[src/rtl/jtframe_spi_dwnld_host.sv]
`default_nettype none
// +----------------------------------------------------------------------------+
// | Module   : jtframe_spi_dwnld_host                                          |
// | Function : SPI master that pushes a ROM file into the data_io SPI slave     |
// |            (file index, download start, data, download end transactions). |
// |            JTFRAME_SPI_HOST_RDBACK_EN adds a MISO read-back byte port.      |
// | Revision : 1.0 - initial release                                           |
// +----------------------------------------------------------------------------+
module jtframe_spi_dwnld_host #(
    parameter int CLKDIV = 4,
    parameter int LENW   = 25
) (
    input  logic            clk,
    input  logic            rst_n,
    input  logic            start,
    input  logic [7:0]      file_idx,
    input  logic [LENW-1:0] len,
    input  logic [7:0]      din,
    input  logic            din_valid,
    output logic            din_ready,
    output logic            busy,
    output logic            done,
    output logic            spi_sck,
    output logic            spi_ss2,
    output logic            spi_di,
    input  logic            spi_do
`ifdef JTFRAME_SPI_HOST_RDBACK_EN
    ,
    output logic [7:0]      rd_data,
    output logic            rd_valid
`endif
);

    localparam int                 c_TMR_W    = $clog2(4*CLKDIV);
    localparam logic [c_TMR_W-1:0] c_TMR_ONE  = c_TMR_W'(1);
    localparam logic [c_TMR_W-1:0] c_HALF_END = c_TMR_W'(CLKDIV-1);
    localparam logic [c_TMR_W-1:0] c_GAP_END  = c_TMR_W'(4*CLKDIV-1);

    localparam logic [2:0] c_ST_IDLE  = 3'd0;
    localparam logic [2:0] c_ST_SEL   = 3'd1;
    localparam logic [2:0] c_ST_LOAD  = 3'd2;
    localparam logic [2:0] c_ST_SHIFT = 3'd3;
    localparam logic [2:0] c_ST_DESEL = 3'd4;
    localparam logic [2:0] c_ST_GAP   = 3'd5;
    localparam logic [2:0] c_ST_DONE  = 3'd6;

    logic [2:0]         r_state, w_state_nx;
    logic [c_TMR_W-1:0] r_tmr, w_tmr_nx;
    logic [2:0]         r_bit, w_bit_nx;
    logic               r_phase, w_phase_nx;
    logic [7:0]         r_shift, w_shift_nx;
    logic [1:0]         r_trans, w_trans_nx;
    logic               r_cmd_sent, w_cmd_sent_nx;
    logic [LENW-1:0]    r_cnt, w_cnt_nx;
    logic [7:0]         r_file, w_file_nx;
    logic               r_di, w_di_nx;
    logic               r_sck, r_ss2, r_busy, r_done, r_din_ready;
    logic               w_sck_nx, w_ss2_nx, w_busy_nx, w_done_nx, w_din_ready_nx;
    logic [7:0]         w_cmd_byte, w_arg_byte;
    logic               w_is_data, w_more, w_rise;

    // Command/argument byte of the current transaction
    always_comb begin
        w_cmd_byte = 8'h55;
        w_arg_byte = 8'h00;
        case (r_trans)
            2'd0:    begin w_cmd_byte = 8'h53; w_arg_byte = r_file; end
            2'd1:    begin w_cmd_byte = 8'h55; w_arg_byte = 8'hFF;  end
            2'd2:    begin w_cmd_byte = 8'h54; w_arg_byte = 8'h00;  end
            default: begin w_cmd_byte = 8'h55; w_arg_byte = 8'h00;  end
        endcase
    end

    assign w_is_data = (r_trans == 2'd2) && r_cmd_sent;
    assign w_more    = (r_trans == 2'd2) ? (r_cnt != '0) : !r_cmd_sent;

    always_comb begin
        w_state_nx    = r_state;
        w_tmr_nx      = r_tmr;
        w_bit_nx      = r_bit;
        w_phase_nx    = r_phase;
        w_shift_nx    = r_shift;
        w_trans_nx    = r_trans;
        w_cmd_sent_nx = r_cmd_sent;
        w_cnt_nx      = r_cnt;
        w_file_nx     = r_file;
        w_di_nx       = r_di;
        w_rise        = 1'b0;
        case (r_state)
            c_ST_IDLE: begin
                if (start) begin
                    w_state_nx    = c_ST_SEL;
                    w_file_nx     = file_idx;
                    w_cnt_nx      = len;
                    w_trans_nx    = 2'd0;
                    w_cmd_sent_nx = 1'b0;
                end
            end
            c_ST_SEL: w_state_nx = c_ST_LOAD;
            c_ST_LOAD: begin
                w_tmr_nx   = '0;
                w_bit_nx   = 3'd0;
                w_phase_nx = 1'b0;
                if (!w_is_data) begin
                    w_shift_nx = r_cmd_sent ? w_arg_byte : w_cmd_byte;
                    w_di_nx    = w_shift_nx[7];
                    w_state_nx = c_ST_SHIFT;
                end else if (din_valid && r_din_ready) begin
                    w_shift_nx = din;
                    w_di_nx    = din[7];
                    w_cnt_nx   = r_cnt - LENW'(1);
                    w_state_nx = c_ST_SHIFT;
                end
            end
            c_ST_SHIFT: begin
                if (r_tmr != c_HALF_END) begin
                    w_tmr_nx = r_tmr + c_TMR_ONE;
                end else begin
                    w_tmr_nx   = '0;
                    w_phase_nx = ~r_phase;
                    if (!r_phase) begin
                        w_rise = 1'b1;
                    end else if (r_bit != 3'd7) begin
                        w_bit_nx   = r_bit + 3'd1;
                        w_shift_nx = {r_shift[6:0], 1'b0};
                        w_di_nx    = r_shift[6];
                    end else begin
                        w_cmd_sent_nx = 1'b1;
                        w_state_nx    = w_more ? c_ST_LOAD : c_ST_DESEL;
                    end
                end
            end
            c_ST_DESEL: begin
                if (r_tmr != c_HALF_END) begin
                    w_tmr_nx = r_tmr + c_TMR_ONE;
                end else begin
                    w_tmr_nx   = '0;
                    w_state_nx = c_ST_GAP;
                end
            end
            c_ST_GAP: begin
                if (r_tmr != c_GAP_END) begin
                    w_tmr_nx = r_tmr + c_TMR_ONE;
                end else begin
                    w_tmr_nx = '0;
                    if (r_trans == 2'd3) begin
                        w_state_nx = c_ST_DONE;
                    end else begin
                        w_trans_nx    = r_trans + 2'd1;
                        w_cmd_sent_nx = 1'b0;
                        w_state_nx    = c_ST_SEL;
                    end
                end
            end
            c_ST_DONE: w_state_nx = c_ST_IDLE;
            default:   w_state_nx = c_ST_IDLE;
        endcase
    end

    // Outputs are registered from the next state so they line up with it
    always_comb begin
        w_ss2_nx       = !((w_state_nx == c_ST_SEL)   || (w_state_nx == c_ST_LOAD) ||
                           (w_state_nx == c_ST_SHIFT) || (w_state_nx == c_ST_DESEL));
        w_sck_nx       = (w_state_nx == c_ST_SHIFT) && w_phase_nx;
        w_busy_nx      = (w_state_nx != c_ST_IDLE) && (w_state_nx != c_ST_DONE);
        w_done_nx      = (w_state_nx == c_ST_DONE);
        w_din_ready_nx = (w_state_nx == c_ST_LOAD) && (w_trans_nx == 2'd2) && w_cmd_sent_nx;
    end

    always_ff @(posedge clk or negedge rst_n) begin
        if (!rst_n) begin
            r_state     <= c_ST_IDLE;
            r_tmr       <= '0;
            r_bit       <= 3'd0;
            r_phase     <= 1'b0;
            r_shift     <= 8'h00;
            r_trans     <= 2'd0;
            r_cmd_sent  <= 1'b0;
            r_cnt       <= '0;
            r_file      <= 8'h00;
            r_di        <= 1'b0;
            r_sck       <= 1'b0;
            r_ss2       <= 1'b1;
            r_busy      <= 1'b0;
            r_done      <= 1'b0;
            r_din_ready <= 1'b0;
        end else begin
            r_state     <= w_state_nx;
            r_tmr       <= w_tmr_nx;
            r_bit       <= w_bit_nx;
            r_phase     <= w_phase_nx;
            r_shift     <= w_shift_nx;
            r_trans     <= w_trans_nx;
            r_cmd_sent  <= w_cmd_sent_nx;
            r_cnt       <= w_cnt_nx;
            r_file      <= w_file_nx;
            r_di        <= w_di_nx;
            r_sck       <= w_sck_nx;
            r_ss2       <= w_ss2_nx;
            r_busy      <= w_busy_nx;
            r_done      <= w_done_nx;
            r_din_ready <= w_din_ready_nx;
        end
    end

    assign spi_sck   = r_sck;
    assign spi_ss2   = r_ss2;
    assign spi_di    = r_di;
    assign busy      = r_busy;
    assign done      = r_done;
    assign din_ready = r_din_ready;

`ifdef JTFRAME_SPI_HOST_RDBACK_EN
    logic [7:0] r_rx;
    logic [7:0] r_rd_data;
    logic       r_rd_valid;

    // MISO is captured on the same clock edge that raises SCK
    always_ff @(posedge clk or negedge rst_n) begin
        if (!rst_n) begin
            r_rx       <= 8'h00;
            r_rd_data  <= 8'h00;
            r_rd_valid <= 1'b0;
        end else begin
            r_rd_valid <= 1'b0;
            if (w_rise) begin
                r_rx <= {r_rx[6:0], spi_do};
                if (r_bit == 3'd7) begin
                    r_rd_data  <= {r_rx[6:0], spi_do};
                    r_rd_valid <= 1'b1;
                end
            end
        end
    end

    assign rd_data  = r_rd_data;
    assign rd_valid = r_rd_valid;
`else
    logic w_unused_inputs;
    assign w_unused_inputs = spi_do ^ w_rise;
`endif

endmodule
`default_nettype wire

[config.mk]
export PLATFORM = sky130hd
export DESIGN_NAME = jtframe_spi_dwnld_host
export DESIGN_NICKNAME = d
export VERILOG_FILES = /design/src/rtl/jtframe_spi_dwnld_host.sv
export SDC_FILE = /design/constraint.sdc
export NUM_CORES = 1
export LEC_CHECK = 0
export CAP_MARGIN = 20
export CORE_MARGIN = 2
export CORE_UTILIZATION = 35
export DETAILED_ROUTE_END_ITERATION = 10
export SLEW_MARGIN = 20
export SYNTH_ARGS = -nofsm -noshare
export SYNTH_HDL_FRONTEND = slang
export SYNTH_SLANG_ARGS = --single-unit
[constraint.sdc]
create_clock -name clk -period 1.9 [get_ports clk]
set_input_delay 0.57 -clock clk [delete_from_list [all_inputs] [get_ports clk]]
set_output_delay 0.57 -clock clk [all_outputs]
set_load 0.02 [all_outputs]
==> flow_summary.json <==
{
  "status": "complete, but fails checks",
  "violations": "setup timing",
  "synth_cell_types": 65,
  "syn_area_per_cell_um2": 8.64,
  "cellLeakagePower_nw": 2.22,
  "cp.arrival_ps": 2220,
  "drv_slew": 0,
  "setup_viol": 2,
  "fmax_mhz": 516,
  "peakVddDrop_mv": 0.424,
  "synth_flop_cell": "dfrtp_1",
  "grt_pass1_wl_um": 16800,
  "synth_edf_count": 0,
  "syn_inst": 415,
  "dp_hpwl_um": 7200,
  "cp-start-kind": "flop",
  "p_int_mw": 2.83,
  "syn2layout_area_growth_pct": 45.3,
  "die_w_um": 105,
  "holdCritPathClass": "primary input to async pin",
  "switching_share": 0.365,
  "power_frac_clock": 0.234,
  "finalWeightedCongestion": 0.850,
  "track_usage": 0.189,
  "drive_gt1_frac": 0.273,
  "drt_pass1_iterations": 5,
  "die_area_um2": 11100,
  "cts.sinks": 60,
  "synth_area_um2": 3580,
  "n_antenna_cell": 0,
  "synth-seq-area-share": 0.419,
  "io_pins": 52,
  "cts_made_buffers": 9,
  "cp_max_fo": 4,
  "core_area_um2": 9860,
  "rsz0062_at_grt": "yes",
  "holdWs_ps": 111,
  "antenna_found_initial": 0,
  "yosysWarnings": 0,
  "fin_crit_ps": 1940,
  "via_count": 3558,
  "final_hold_viol_count": 0,
  "ys_ff_latch": 60,
  "routed_wl_um": 10300,
  "ctsHoldBuffers": 0,
  "die_h_um": 105,
  "synth_nets": 465,
  "worst_ep_required_time_ps": 2180,
  "powerDensity_nw_per_um2": 856,
  "placed_cells": 646,
  "maxCapViolations": 0,
  "synth_area_leaders": "dfrtp_1 41%, nand2_1 6.4%, o21ai_0 5.4%",
  "path_class": "flop to flop",
  "relSlewSlack": 0.718,
  "fin_crit_sh": 1.02,
  "report.power.total_mw": 4.46,
  "cts_buffer_depth": 2,
  "synth_largest_area_cell": "dfrtp_1",
  "tightest_slew_ps": 418,
  "fin_ws_ps": -39.4,
  "cts-root-buf": "clkbuf_8",
  "tritoncts": "built",
  "seq_power_share": 0.380,
  "critPathCaptureType": "flop",
  "ant_nets": 0,
  "p_switching_mw": 1.63,
  "skew_ps": 8.56,
  "htreeDepth": 3,
  "grt_max_degree": 36,
  "final_util": 0.528,
  "grt_pass1_vias": 3438,
  "finalNetCount": 583,
  "clk_latency_ps": 350,
  "synth_top_area_frac": 0.412,
  "p_comb_frac": 0.386,
  "finalNonFillerCells": 671,
  "routedWlPerCell_um": 15.3,
  "ys_top_cells_by_count": "61 x nand2_1, 59 x dfrtp_1, 39 x o21ai_0, 31 x a21oi_1, 24 x nor2_1",
  "io_buffers": 50,
  "start_util": 0.363,
  "route.detailed.drc": 0,
  "grt.overflow.total": 0,
  "synth_most_common_cell": "nand2_1",
  "clk_pin_slew_worst_paths_ps": 70,
  "async_flop_share": 1.00,
  "viasPerCell": 5.30,
  "drt_iter0_markers": 133,
  "fp-row-count": 36,
  "fill_cells": 865
}
## flip-flops by register name, summed over array words and instances (netlist names)
name        flops
r_cnt          25
r_file          8
r_shift         7
r_tmr           4
r_bit           3
r_state         3
r_trans         2
busy            1
din_ready       1
done            1
r_cmd_sent      1
r_phase         1
spi_di          1
spi_sck         1
spi_ss2         1
## power by group through the flow
| stage | Sequential (mW) | Clock, mW | Combinational (mW) |
|---|---|---|---|
| 2_1_floorplan | 1.70 | 0 | 0.896 |
| 3_3_place_gp | 1.69 | 0 | 1.54 |
| 3_5_place_dp | 1.70 | 0 | 1.57 |
| 4_1_cts | 1.68 | 1.07 | 1.60 |
| 5_1_grt | 1.72 | 1.13 | 1.92 |
| 6_report | 1.69 | 1.04 | 1.72 |
## critical path, stage by stage, from the launching register on
cell and delay [ps]:
dfrtp_1 380, or3_4 390, or2_4 260, or4_4 550, a21oi_2 150, a2bb2oi_2 140
## final timing paths
kind	startpoint	endpoint	slack, ps	cells past startpoint
min	rst_n	r_cnt[7]	110	1
min reg2reg	r_shift[0]	r_shift[0]	480	2
min in group clk	r_shift[0]	r_shift[0]	480	2
max	r_cnt[15]	r_cnt[22]	-40	5
max in group asynchronous	rst_n	spi_ss2	1240	2
max reg2reg	r_cnt[15]	r_cnt[22]	-40	5
## stage by stage
stage / TNS [ps] / worst slack [ps] / instance area [µm²]
3_5_place_dp: -10260 / -416 / 4750
2_1_floorplan: -71.1 / -71.1 / 3610
6_report: -71.1 / -39.4 / 5210
4_1_cts: -86.1 / -48.0 / 5010
5_1_grt: -756 / -109 / 5210
3_3_place_gp: -8070 / -392 / 4750
## layout make-up
class	instances	area, µm²	area share
clock buffers	9	124	0.0238
inverters	9	33.8	0.00649
repair buffers	135	1200	0.230
flip-flops and latches	60	1500	0.289
well taps	133	166	0.0320
clock inverters	7	53.8	0.0103
multi-input cells	318	2130	0.408
## per-layer routing
layer,routed length (µm),GRT usage,share of wire
met1,4870,0.262,0.47
met2,4860,0.297,0.47
met5,0,0,0
met4,142,0.0648,0.014
met3,421,0.0331,0.041
## cell usage in the layout (no fill, tap or decap), types with 5 or more instances in the layout
| master | count |
|---|---|
| o21ai_0 | 34 |
| clkdlybuf4s50_1 | 44 |
| nor3_1 | 14 |
| a31oi_1 | 7 |
| nor2_1 | 23 |
| a22oi_1 | 5 |
| nand3_1 | 7 |
| inv_1 | 7 |
| dfrtp_1 | 59 |
| buf_4 | 78 |
| nand2b_1 | 8 |
| nand3b_1 | 7 |
| nand2_1 | 60 |
| a21oi_1 | 31 |
| o2bb2ai_1 | 6 |
| a22o_1 | 7 |
| nor2b_1 | 5 |
| o21ai_1 | 7 |
| clkbuf_8 | 9 |
## cell families after synthesis
family / synth area share
muxes: 0.00873
adders and majority gates: 0.0140
AOI/OAI and AO/OA: 0.256
DFF: 0.419
and+or+nand+nor: 0.248
xor gates and xnor gates: 0.00489
buffers and inverters: 0.0489
## what timing repair did
action / CTS / global route
gates resized for setup: 10 / 43
buffers inserted: 5 / 3
setup endpoints to repair: 9 / 35
pin swaps: 6 / 14
cloned: 1 / 0
Note: power is estimated with default switching activity, not from simulation.
